===== config.mk =====
export PLATFORM = sky130hd
export DESIGN_NAME = sc_regtimer_down_flat
export DESIGN_NICKNAME = d
export VERILOG_FILES = /design/src/rtl/sc_regtimer_pkg.sv /design/src/rtl/sc_regtimer_down_if.sv /design/src/rtl/sc_regtimer_datapath.sv /design/src/rtl/sc_regtimer_down.sv /design/src/flat_wrapper.sv
export SDC_FILE = /design/constraint.sdc
export NUM_CORES = 1
export LEC_CHECK = 0
export ABC_AREA = 1
export BUFFER_PORTS_ARGS = -buffer_cell sky130_fd_sc_hd__buf_2
export CAP_MARGIN = 15
export CORE_MARGIN = 3
export CORE_UTILIZATION = 45
export CTS_BUF_LIST = sky130_fd_sc_hd__clkbuf_8
export DETAILED_ROUTE_END_ITERATION = 8
export PLACE_DENSITY = 0.7
export SLEW_MARGIN = 10
export SYNTH_ARGS = -nofsm -noshare
export SYNTH_HDL_FRONTEND = slang
export SYNTH_SLANG_ARGS = --single-unit

===== constraint.sdc =====
create_clock -name SC_RegGENERAL_CLOCK_50 -period 1.9 [get_ports SC_RegGENERAL_CLOCK_50]
set_clock_uncertainty 0.15 [all_clocks]
set_input_delay 0.19 -clock SC_RegGENERAL_CLOCK_50 [delete_from_list [all_inputs] [get_ports SC_RegGENERAL_CLOCK_50]]
set_output_delay 0.19 -clock SC_RegGENERAL_CLOCK_50 [all_outputs]
set_load 0.03 [all_outputs]

===== src/rtl/sc_regtimer_pkg.sv =====
// Shared constants for the down-counting register timer: state encoding,
// datapath operations and the per-cycle event decoded by the control FSM.
package sc_regtimer_pkg;

   localparam int SC_REGTIMER_DEF_W = 4;

   typedef enum logic [1:0] {
      ST_IDLE  = 2'd0,
      ST_RUN   = 2'd1,
      ST_PAUSE = 2'd2,
      ST_DONE  = 2'd3
   } tmr_state_t;

   typedef enum logic [2:0] {
      OP_HOLD,
      OP_CLEAR,
      OP_LOAD,
      OP_RELOAD,
      OP_DEC
   } dp_op_t;

   // One winner per cycle after the clear > load > start > pause > tick priority
   typedef enum logic [3:0] {
      EV_NONE,
      EV_CLEAR,
      EV_LOAD,
      EV_START_CNT,
      EV_START_RLD,
      EV_START_EMPTY,
      EV_PAUSE,
      EV_RESUME,
      EV_DEC,
      EV_EXPIRE,
      EV_REARM
   } tmr_ev_t;

   function automatic dp_op_t ev_to_op(tmr_ev_t ev);
      case (ev)
         EV_CLEAR, EV_START_EMPTY, EV_EXPIRE: return OP_CLEAR;
         EV_LOAD:                             return OP_LOAD;
         EV_START_RLD, EV_REARM:              return OP_RELOAD;
         EV_DEC:                              return OP_DEC;
         default:                             return OP_HOLD;
      endcase
   endfunction

endpackage


===== src/rtl/sc_regtimer_down_if.sv =====
// Control/status bundle of the register timer; slave side is the timer itself.
interface sc_regtimer_down_if
   import sc_regtimer_pkg::*;
#(
   parameter int RegTIMER_DATAWIDTH = SC_REGTIMER_DEF_W
);
   logic                          SC_RegTIMER_clear_InHigh;
   logic                          SC_RegTIMER_load_InHigh;
   logic [RegTIMER_DATAWIDTH-1:0] SC_RegTIMER_data_InBUS;
   logic                          SC_RegTIMER_start_InHigh;
   logic                          SC_RegTIMER_pause_InHigh;
   logic                          SC_RegTIMER_tick_InHigh;
   logic                          SC_RegTIMER_reload_InHigh;
   logic [RegTIMER_DATAWIDTH-1:0] SC_RegTIMER_count_OutBUS;
   logic                          SC_RegTIMER_busy_OutHigh;
   logic                          SC_RegTIMER_done_OutHigh;
   logic                          SC_RegTIMER_zero_OutHigh;

   modport master (
      output SC_RegTIMER_clear_InHigh, SC_RegTIMER_load_InHigh, SC_RegTIMER_data_InBUS,
             SC_RegTIMER_start_InHigh, SC_RegTIMER_pause_InHigh, SC_RegTIMER_tick_InHigh,
             SC_RegTIMER_reload_InHigh,
      input  SC_RegTIMER_count_OutBUS, SC_RegTIMER_busy_OutHigh, SC_RegTIMER_done_OutHigh,
             SC_RegTIMER_zero_OutHigh
   );

   modport slave (
      input  SC_RegTIMER_clear_InHigh, SC_RegTIMER_load_InHigh, SC_RegTIMER_data_InBUS,
             SC_RegTIMER_start_InHigh, SC_RegTIMER_pause_InHigh, SC_RegTIMER_tick_InHigh,
             SC_RegTIMER_reload_InHigh,
      output SC_RegTIMER_count_OutBUS, SC_RegTIMER_busy_OutHigh, SC_RegTIMER_done_OutHigh,
             SC_RegTIMER_zero_OutHigh
   );

endinterface


===== src/rtl/sc_regtimer_datapath.sv =====
// Count and reload registers with the ==0 / ==1 detectors the control FSM steers on.
module sc_regtimer_datapath
   import sc_regtimer_pkg::*;
#(
   parameter int W = SC_REGTIMER_DEF_W
) (
   input  logic         SC_RegGENERAL_CLOCK_50,
   input  logic         SC_RegGENERAL_RESET_InHigh,
   input  dp_op_t       i_op,
   input  logic [W-1:0] i_data,
   output logic [W-1:0] o_count,
   output logic         o_cnt_eq0,
   output logic         o_cnt_eq1,
   output logic         o_rld_eq0
);
   logic [W-1:0] r_count;
   logic [W-1:0] r_reload;

   always_ff @(posedge SC_RegGENERAL_CLOCK_50 or posedge SC_RegGENERAL_RESET_InHigh) begin
      if (SC_RegGENERAL_RESET_InHigh) begin
         r_count  <= '0;
         r_reload <= '0;
      end else begin
         case (i_op)
            OP_CLEAR:  r_count <= '0;
            OP_LOAD: begin
               r_count  <= i_data;
               r_reload <= i_data;
            end
            OP_RELOAD: r_count <= r_reload;
            // saturate at zero even if a decrement is ever requested there
            OP_DEC:    if (r_count != '0) r_count <= r_count - W'(1);
            default: ;
         endcase
      end
   end

   assign o_count   = r_count;
   assign o_cnt_eq0 = (r_count == '0);
   assign o_cnt_eq1 = (r_count == W'(1));
   assign o_rld_eq0 = (r_reload == '0);

endmodule


===== src/rtl/sc_regtimer_down.sv =====
// Down-counting register timer: IDLE/RUN/PAUSE/DONE control with pause, auto-reload
// and a one-cycle done pulse aligned with the first post-expiry count.
module sc_regtimer_down
   import sc_regtimer_pkg::*;
#(
   parameter int RegTIMER_DATAWIDTH = SC_REGTIMER_DEF_W
) (
   input  logic              SC_RegGENERAL_CLOCK_50,
   input  logic              SC_RegGENERAL_RESET_InHigh,
   sc_regtimer_down_if.slave io_tmr
);
   localparam int W = RegTIMER_DATAWIDTH;

   tmr_state_t   r_state;
   logic         r_done;
   tmr_ev_t      w_ev;
   logic [W-1:0] w_count;
   logic         w_cnt_eq0;
   logic         w_cnt_eq1;
   logic         w_rld_eq0;
   logic         w_run;
   logic         w_pause;

   assign w_run   = (r_state == ST_RUN);
   assign w_pause = (r_state == ST_PAUSE);

   always_comb begin
      w_ev = EV_NONE;
      if (io_tmr.SC_RegTIMER_clear_InHigh)
         w_ev = EV_CLEAR;
      else if (io_tmr.SC_RegTIMER_load_InHigh)
         w_ev = EV_LOAD;
      else if (io_tmr.SC_RegTIMER_start_InHigh && (r_state == ST_IDLE || r_state == ST_DONE)) begin
         // IDLE restarts from the loaded count, DONE restarts from the reload register
         if (r_state == ST_IDLE)
            w_ev = w_cnt_eq0 ? EV_START_EMPTY : EV_START_CNT;
         else
            w_ev = w_rld_eq0 ? EV_START_EMPTY : EV_START_RLD;
      end
      else if (w_run && io_tmr.SC_RegTIMER_pause_InHigh)
         w_ev = EV_PAUSE;
      else if (w_pause)
         w_ev = io_tmr.SC_RegTIMER_pause_InHigh ? EV_NONE : EV_RESUME;
      else if (w_run && io_tmr.SC_RegTIMER_tick_InHigh) begin
         if (w_cnt_eq1)
            w_ev = (io_tmr.SC_RegTIMER_reload_InHigh && !w_rld_eq0) ? EV_REARM : EV_EXPIRE;
         else if (!w_cnt_eq0)
            w_ev = EV_DEC;
      end
   end

   always_ff @(posedge SC_RegGENERAL_CLOCK_50 or posedge SC_RegGENERAL_RESET_InHigh) begin
      if (SC_RegGENERAL_RESET_InHigh) begin
         r_state <= ST_IDLE;
         r_done  <= 1'b0;
      end else begin
         r_done <= 1'b0;
         case (w_ev)
            EV_CLEAR, EV_LOAD:                     r_state <= ST_IDLE;
            EV_START_CNT, EV_START_RLD, EV_RESUME: r_state <= ST_RUN;
            EV_PAUSE:                              r_state <= ST_PAUSE;
            EV_REARM: begin
               r_state <= ST_RUN;
               r_done  <= 1'b1;
            end
            EV_START_EMPTY, EV_EXPIRE: begin
               r_state <= ST_DONE;
               r_done  <= 1'b1;
            end
            default: ;
         endcase
      end
   end

   sc_regtimer_datapath #(.W(W)) u_dp (
      .SC_RegGENERAL_CLOCK_50     (SC_RegGENERAL_CLOCK_50),
      .SC_RegGENERAL_RESET_InHigh (SC_RegGENERAL_RESET_InHigh),
      .i_op                       (ev_to_op(w_ev)),
      .i_data                     (io_tmr.SC_RegTIMER_data_InBUS),
      .o_count                    (w_count),
      .o_cnt_eq0                  (w_cnt_eq0),
      .o_cnt_eq1                  (w_cnt_eq1),
      .o_rld_eq0                  (w_rld_eq0)
   );

   assign io_tmr.SC_RegTIMER_count_OutBUS = w_count;
   assign io_tmr.SC_RegTIMER_busy_OutHigh = w_run | w_pause;
   assign io_tmr.SC_RegTIMER_done_OutHigh = r_done;
   assign io_tmr.SC_RegTIMER_zero_OutHigh = w_cnt_eq0;

endmodule

===== src/flat_wrapper.sv =====
// flat-port wrapper written by rule: the top's interface ports become plain ports
module sc_regtimer_down_flat import sc_regtimer_pkg::*;
#(
   parameter int RegTIMER_DATAWIDTH = SC_REGTIMER_DEF_W
)
  (SC_RegGENERAL_CLOCK_50, SC_RegGENERAL_RESET_InHigh, io_tmr_SC_RegTIMER_clear_InHigh, io_tmr_SC_RegTIMER_load_InHigh, io_tmr_SC_RegTIMER_data_InBUS, io_tmr_SC_RegTIMER_start_InHigh, io_tmr_SC_RegTIMER_pause_InHigh, io_tmr_SC_RegTIMER_tick_InHigh, io_tmr_SC_RegTIMER_reload_InHigh, io_tmr_SC_RegTIMER_count_OutBUS, io_tmr_SC_RegTIMER_busy_OutHigh, io_tmr_SC_RegTIMER_done_OutHigh, io_tmr_SC_RegTIMER_zero_OutHigh);
  sc_regtimer_down_if #(.RegTIMER_DATAWIDTH(RegTIMER_DATAWIDTH)) io_tmr_i ();
  input  logic SC_RegGENERAL_CLOCK_50;
  input  logic SC_RegGENERAL_RESET_InHigh;
  input wire logic [$bits(io_tmr_i.SC_RegTIMER_clear_InHigh)-1:0] io_tmr_SC_RegTIMER_clear_InHigh;
  input wire logic [$bits(io_tmr_i.SC_RegTIMER_load_InHigh)-1:0] io_tmr_SC_RegTIMER_load_InHigh;
  input wire logic [$bits(io_tmr_i.SC_RegTIMER_data_InBUS)-1:0] io_tmr_SC_RegTIMER_data_InBUS;
  input wire logic [$bits(io_tmr_i.SC_RegTIMER_start_InHigh)-1:0] io_tmr_SC_RegTIMER_start_InHigh;
  input wire logic [$bits(io_tmr_i.SC_RegTIMER_pause_InHigh)-1:0] io_tmr_SC_RegTIMER_pause_InHigh;
  input wire logic [$bits(io_tmr_i.SC_RegTIMER_tick_InHigh)-1:0] io_tmr_SC_RegTIMER_tick_InHigh;
  input wire logic [$bits(io_tmr_i.SC_RegTIMER_reload_InHigh)-1:0] io_tmr_SC_RegTIMER_reload_InHigh;
  output wire logic [$bits(io_tmr_i.SC_RegTIMER_count_OutBUS)-1:0] io_tmr_SC_RegTIMER_count_OutBUS;
  output wire logic [$bits(io_tmr_i.SC_RegTIMER_busy_OutHigh)-1:0] io_tmr_SC_RegTIMER_busy_OutHigh;
  output wire logic [$bits(io_tmr_i.SC_RegTIMER_done_OutHigh)-1:0] io_tmr_SC_RegTIMER_done_OutHigh;
  output wire logic [$bits(io_tmr_i.SC_RegTIMER_zero_OutHigh)-1:0] io_tmr_SC_RegTIMER_zero_OutHigh;
  assign io_tmr_i.SC_RegTIMER_clear_InHigh = io_tmr_SC_RegTIMER_clear_InHigh;
  assign io_tmr_i.SC_RegTIMER_load_InHigh = io_tmr_SC_RegTIMER_load_InHigh;
  assign io_tmr_i.SC_RegTIMER_data_InBUS = io_tmr_SC_RegTIMER_data_InBUS;
  assign io_tmr_i.SC_RegTIMER_start_InHigh = io_tmr_SC_RegTIMER_start_InHigh;
  assign io_tmr_i.SC_RegTIMER_pause_InHigh = io_tmr_SC_RegTIMER_pause_InHigh;
  assign io_tmr_i.SC_RegTIMER_tick_InHigh = io_tmr_SC_RegTIMER_tick_InHigh;
  assign io_tmr_i.SC_RegTIMER_reload_InHigh = io_tmr_SC_RegTIMER_reload_InHigh;
  assign io_tmr_SC_RegTIMER_count_OutBUS = io_tmr_i.SC_RegTIMER_count_OutBUS;
  assign io_tmr_SC_RegTIMER_busy_OutHigh = io_tmr_i.SC_RegTIMER_busy_OutHigh;
  assign io_tmr_SC_RegTIMER_done_OutHigh = io_tmr_i.SC_RegTIMER_done_OutHigh;
  assign io_tmr_SC_RegTIMER_zero_OutHigh = io_tmr_i.SC_RegTIMER_zero_OutHigh;
  sc_regtimer_down #(.RegTIMER_DATAWIDTH(RegTIMER_DATAWIDTH)) u_core (.SC_RegGENERAL_CLOCK_50(SC_RegGENERAL_CLOCK_50), .SC_RegGENERAL_RESET_InHigh(SC_RegGENERAL_RESET_InHigh), .io_tmr(io_tmr_i));
endmodule

==> results of run 1 <==
==> synth_stat cells <==
cell type  count  area (sq um)
o21ai_2        1         8.760
dfrtp_1       11         275.3
nand2_2       10         62.56
nand3b_4       1         20.02
a21boi_4       1         18.77
o2111ai_1      1         8.760
nand3_1       12         60.06
xor2_1         2         17.52
ha_1           6         75.07
a21oi_4        2         32.53
clkinv_1       1         3.750
nand4_1        5         31.28
nand2_1       25         93.84
nor3_2         1         10.01
o21bai_1       1         7.510
a21oi_1        6         30.03
nor2_4         7         78.83
nand2_4        7         78.83
nand3_2        6         60.06
nor2_1         1         3.750
inv_2          7         26.28
nor2_2         6         37.54
inv_1         14         52.55
==> cell families after synthesis <==
family	after synthesis	share of synthesized area
AOI/OAI and AO/OA	12	0.09726
xor gates and xnor gates	2	0.01602
adders and majority gates	6	0.06865
buffers and inverters	22	0.07552
DFF	11	0.2517
and+or+nand+nor	81	0.4909
==> stage by stage <==
stage | setup slack (ns) | util | total power, W | area [sq um] | setup TNS [ns]
floorplan | -0.05402 | - | 0.001404 | 1124 | -0.2418
global placement | -0.1184 | 0.6038 | 0.001700 | 1361 | -0.8344
detailed placement | -0.1187 | 0.6038 | 0.001736 | 1361 | -0.7977
CTS | -0.09069 | 0.6604 | 0.002069 | 1489 | -0.6290
global route | -0.2081 | 0.6937 | 0.002341 | 1564 | -1.918
finish | -0.1320 | 0.6937 | 0.002178 | 1564 | -1.041
==> power by group through the flow <==
| stage | Sequential, W | Clock [W] | Combinational [W] |
|---|---|---|---|
| after floorplan | 0.000486 | 0 | 0.000918 |
| after global placement | 0.000420 | 0 | 0.00128 |
| after detailed placement | 0.000423 | 0 | 0.00131 |
| after CTS | 0.000428 | 0.000249 | 0.00139 |
| after global routing | 0.000456 | 0.000258 | 0.00163 |
| final | 0.000444 | 0.000245 | 0.00149 |
==> worst max-delay path: cells and delay by family (launching register included) <==
family / cells / cell delay [ns]
flops: 1 / 0.44
compound gates: 1 / 0.16
buf+inv: 2 / 0.15
simple gates: 9 / 0.79
fa+ha+maj: 1 / 0.22
==> sequential cells by signal, summed over array words and instances (netlist names) <==
name,flops
u_core.r_state,2
u_core.u_dp.r_reload,4
u_core.io_tmr.SC_RegTIMER_done_OutHigh,1
u_core.u_dp.o_count,4
==> cell type report <==
class | instances | area (sq um)
multi-input cells | 101 | 828.3
flip-flops and latches | 11 | 279.0
clock buffers | 3 | 41.29
fillers | 188 | 690.7
repair buffers | 44 | 287.8
clock inverters | 1 | 3.754
inverters | 22 | 88.84
well taps | 28 | 35.03
==> timing repair <==
action	CTS	global route
endpoints found under the setup margin	10	11
hold endpoints to repair	11	0
pin swaps	8	7
hold buffers	1	0
buffers inserted	5	5
gates resized for setup	10	9
==> path summary, 6_finish.rpt <==
path	slack [ns]	end	startpoint	cells past startpoint
min in group asynchronous	0.32	u_core.u_dp.r_reload[3]	SC_RegGENERAL_RESET_InHigh	3
setup / recovery	-0.13	u_core.u_dp.o_count[1]	u_core.r_state[0]	13
max in group asynchronous	0.95	u_core.u_dp.o_count[1]	SC_RegGENERAL_RESET_InHigh	3
hold reg to reg	0.37	u_core.u_dp.r_reload[3]	u_core.u_dp.r_reload[3]	2
hold / removal	0.09	u_core.u_dp.r_reload[3]	io_tmr_SC_RegTIMER_data_InBUS[3]	3
setup reg to reg	-0.13	u_core.u_dp.o_count[1]	u_core.r_state[0]	13
==> routing by layer <==
layer  vias up  track usage  share of wire
met1       513       0.2362           0.42
met3         4      0.02570          0.036
met5         -            0              0
met4         0      0.06250          0.016
li1        528            -              -
met2        29       0.3446           0.53
==> summary.txt, run 1 <==
status: finished with violations
failing checks: negative setup slack
synthesized flop and latch total: 11
HPWL Detailed: 2050 microns
Final min period: 2.032 ns
Flop pwr share: 0.204
n_diodes: 0
layout cells sized above 1: 0.6209
Initial Util: 0.4850
Switching Fraction: 0.5084
wire per inst: 13.45 microns
sequential-to-total area share from yosys stat: 0.2517
Max Cap Violations: 0
Final Hold Fails: 0
Rows: 17
# nets final: 201
internal cell power: 0.001071 W
fin worst setup slack: -0.1320 ns
data required time of the critical path: 1.88 ns
vias in the first global route: 1,077
# IOs: 19
final period utilization: 1.069
clk buf depth: 2
commonest non-fill, non-tap cells in the layout: 25 x buf_4, 23 x nand2_1, 18 x buf_2, 12 x nand2_2, 11 x inv_1
CTS tree: built
slowest CP cell: dfrtp_2
total track usage: 0.1928
clock slew at reported path FFs: 0.06 ns
Routed WL: 2824 microns
clock latency at the later pin of the worst-skew pair: 0.25 ns
DR iter-0 viols: 30
commonest non-fill, non-tap cell in the layout: buf_4
Port Buf Inserts: 18
DR vias: 1,074
CTS H-Tree Depth: 1
RSZ-0062 raised after global routing: true
P per Cell Area: 1393 nW/um^2
max-slew violations: 0
crit start category: flip-flop
Syn-to-layout area delta: 43.02%
Comb pwr share: 0.684
cts bufs inserted: 3
Leak Pwr: 0.7981 nW
GR Overflow Total: 0
first-pass GRT wire length: 4795 microns
Via density: 5.114
hold crit path type: input pin to flip-flop
worst vdd ir: 0.8521 mV
Post-Layout Cell Count: 210
largest net degree at the start of global routing: 12
CP Cell Sequence: inv_2 > ha_4 > nor2_4 > nand2_2 > nor2_4 > nor2_4 > a21boi_4 > nor2_4 > nand2_4 > nand2_2 > inv_2 > nand3_1 > nand2_1
Inst Count DP: 195
Synth Net Count: 152
Slew HR: 0.7159
Clock Power Share: 0.112
antenna violations before repair: 0
Remaining DRCs: 0
Syn Area/Cell: 8.161 sq um
Fmax: 492.1 MHz
Syn Std Cell Area: 1094 sq um
slowest stage delay, CP: 0.44 ns
synth warn: 0
Routed Antenna Nets: 0
Most Frequent Cell on Critical Path: nor2_4
hold_ws: 0.08935 ns
DRT Pass-1 Iters: 4
Mapped Cells: 134
Setup-failing EPs final: 10
count of cell types in the netlist: 23
Crit Path Class: flip-flop to flip-flop
Core ar.: 2255 sq um
WP data arrival: 2.01 ns
die area: 3058 sq um
root buf cell: clkbuf_8
P_sw: 0.001107 W
Die X: 55.30 microns
gpl congestion: 0.9139
CTS Sinks: 11
CP max FO: 5
Worst Tran Pin Value: 0.4258 ns
Die H: 55.30 microns
CP endpoint kind: flip-flop
(Power assumes the default switching activity.)
==> run 2: changes to the inputs <==
==> constraint.sdc (replaced) <==
create_clock -name SC_RegGENERAL_CLOCK_50 -period 1.9 [get_ports SC_RegGENERAL_CLOCK_50]
set_clock_uncertainty 0.15 [all_clocks]
set_input_delay 0.095 -clock SC_RegGENERAL_CLOCK_50 [delete_from_list [all_inputs] [get_ports SC_RegGENERAL_CLOCK_50]]
set_output_delay 0.095 -clock SC_RegGENERAL_CLOCK_50 [all_outputs]
set_load 0.03 [all_outputs]
==> summary.txt, run 2 (synthesis results as in run 1) <==
Fmax: 493.5 MHz (was 492.1 MHz)
Setup-failing EPs final: 10 (unchanged)
# nets final: 202 (was 201)
first-pass GRT wire length: 4823 microns (was 4795 microns)
Crit Path Class: flip-flop to flip-flop (unchanged)
RSZ-0062 raised after global routing: true (unchanged)
Final Hold Fails: 0 (unchanged)
clock slew at reported path FFs: 0.06 ns (about the same)
die area: 3058 sq um (unchanged)
P per Cell Area: 1383 nW/um^2 (was 1393 nW/um^2)
Leak Pwr: 0.8022 nW (was 0.7981 nW)
data required time of the critical path: 1.88 ns (about the same)
n_diodes: 0 (unchanged)
root buf cell: clkbuf_8 (unchanged)
DR vias: 1,060 (was 1,074)
DRT Pass-1 Iters: 4 (unchanged)
Min-Delay Startpoint: io_tmr_SC_RegTIMER_data_InBUS[1] (was io_tmr_SC_RegTIMER_data_InBUS[3])
CTS Sinks: 11 (unchanged)
Max Cap Violations: 0 (unchanged)
crit start category: flip-flop (unchanged)
clock latency at the later pin of the worst-skew pair: 0.25 ns (about the same)
dpl ws: -0.1187 ns (unchanged)
vias in the first global route: 1,087 (was 1,077)
antenna violations before repair: 0 (unchanged)
failing checks: negative setup slack (unchanged)
gpl congestion: 0.9139 (unchanged)
commonest non-fill, non-tap cells in the layout: 25 x buf_4, 23 x nand2_1, 18 x buf_2, 12 x nand2_2, 11 x inv_1 (unchanged)
FF-to-FF setup slack: -0.13 ns (about the same)
Routed WL: 2815 microns (was 2824 microns)
CP max FO: 5 (unchanged)
cells on worst reg2reg path: 13 (unchanged)
largest net degree at the start of global routing: 12 (unchanged)
R2R Path Start: u_core.r_state[0] (unchanged)
worst vdd ir: 0.8537 mV (was 0.8521 mV)
Final Power: 0.002177 W (was 0.002178 W)
Via density: 5.024 (was 5.114)
Routed Antenna Nets: 0 (unchanged)
CP endpoint kind: flip-flop (unchanged)
CTS H-Tree Depth: 1 (unchanged)
wire per inst: 13.34 microns (was 13.45 microns)
Port Buf Inserts: 18 (unchanged)
hold path endpoint: u_core.u_dp.r_reload[1] (was u_core.u_dp.r_reload[3])
DR iter-0 viols: 23 (was 30)
HPWL Detailed: 2050 microns (unchanged)
end of the worst register-to-register path: u_core.u_dp.o_count[1] (unchanged)
max-slew violations: 0 (unchanged)
hold crit path type: input pin to flip-flop (unchanged)
Die X: 55.30 microns (unchanged)
Rows: 17 (unchanged)
layout cells sized above 1: 0.6175 (was 0.6209)
Initial Util: 0.4850 (unchanged)
Hold Crit Depth: 4 (was 3)
CTS tree: built (unchanged)
Slew HR: 0.7153 (was 0.7159)
fin worst setup slack: -0.1262 ns (was -0.1320 ns)
status: finished with violations (unchanged)
total track usage: 0.1938 (was 0.1928)
cts bufs inserted: 3 (unchanged)
Syn-to-layout area delta: 43.94% (was 43.02%)
Die H: 55.30 microns (unchanged)
clk buf depth: 2 (unchanged)
Final min period: 2.026 ns (was 2.032 ns)
hold_ws: 0.09314 ns (was 0.08935 ns)
Worst Tran Pin Value: 0.4266 ns (was 0.4258 ns)
Remaining DRCs: 0 (unchanged)
final period utilization: 1.066 (was 1.069)
GR Overflow Total: 0 (unchanged)
# IOs: 19 (unchanged)
WP data arrival: 2.01 ns (about the same)
commonest non-fill, non-tap cell in the layout: buf_4 (unchanged)
Core ar.: 2255 sq um (unchanged)
## run 2: cell types whose count changed in the layout (fill, tap and decap cells not counted)
cell / delta
dlygate4sd3_1: +1
## run 2: worst max-delay path: stages (launching register included)
cell	delay [ns]
dfrtp_2	0.44
inv_2	0.09
ha_4	0.22
nor2_4	0.08
nand2_2	0.06
nor2_4	0.17
nor2_4	0.06
a21boi_4	0.16
nor2_4	0.14
nand2_4	0.08
nand2_2	0.08
inv_2	0.05
nand3_1	0.07
nand2_1	0.05
## run 2: worst max-delay path by stage
stage | from | to | slack [ns]
6_report | u_core.r_state[0] | u_core.u_dp.o_count[1] | -0.13
5_1_grt | u_core.r_state[0] | u_core.u_dp.o_count[3] | -0.21
4_1_cts | u_core.r_state[0] | u_core.u_dp.o_count[1] | -0.09
3_5_place_dp | u_core.r_state[1] | u_core.u_dp.o_count[3] | -0.12
3_3_place_gp | u_core.r_state[1] | u_core.u_dp.o_count[3] | -0.12
2_1_floorplan | u_core.u_dp.o_count[0] | u_core.u_dp.o_count[2] | -0.05
## run 2: area by class of cell
class	count	area (sq um)
Clock inverter	1	3.754
Multi-Input combinational cell	101	828.3
Tap cell	28	35.03
Timing Repair Buffer	45	297.8
Clock buffer	3	41.29
Sequential cell	11	279.0
Fill cell	185	680.7
Inverter	22	88.84
## run 2: metal layers
metal | global-route usage | share of wire
met1 | 0.2391 | 0.43
met2 | 0.3446 | 0.52
met3 | 0.02570 | 0.039
met4 | 0.06250 | 0.016
met5 | 0 | 0
## run 2: what timing repair did
action / in CTS / in global routing
hold buffers: 2 / 0
pin swaps: 8 / 7
hold endpoints to repair: 12 / 0
endpoints found under the setup margin: 10 / 11
resized for setup: 10 / 9
buffers inserted: 5 / 5
## run 2: per-stage QoR
step	setup TNS, ns	instance area [sq um]	cells	utilization
2_1_floorplan	-0.2418	1124	134	-
3_3_place_gp	-0.8344	1361	195	0.6038
3_5_place_dp	-0.7977	1361	195	0.6038
4_1_cts	-0.6290	1499	206	0.6648
5_1_grt	-1.933	1574	211	0.6981
6_report	-0.9514	1574	211	0.6981
## run 2: where the power goes
part	internal, W	leakage, nW	switching (W)	total [W]
registers	0.000333	0.138	0.000109	0.000442
clock network	0.000143	0.0269	0.000103	0.000245
logic	0.000596	0.637	0.000893	0.00149
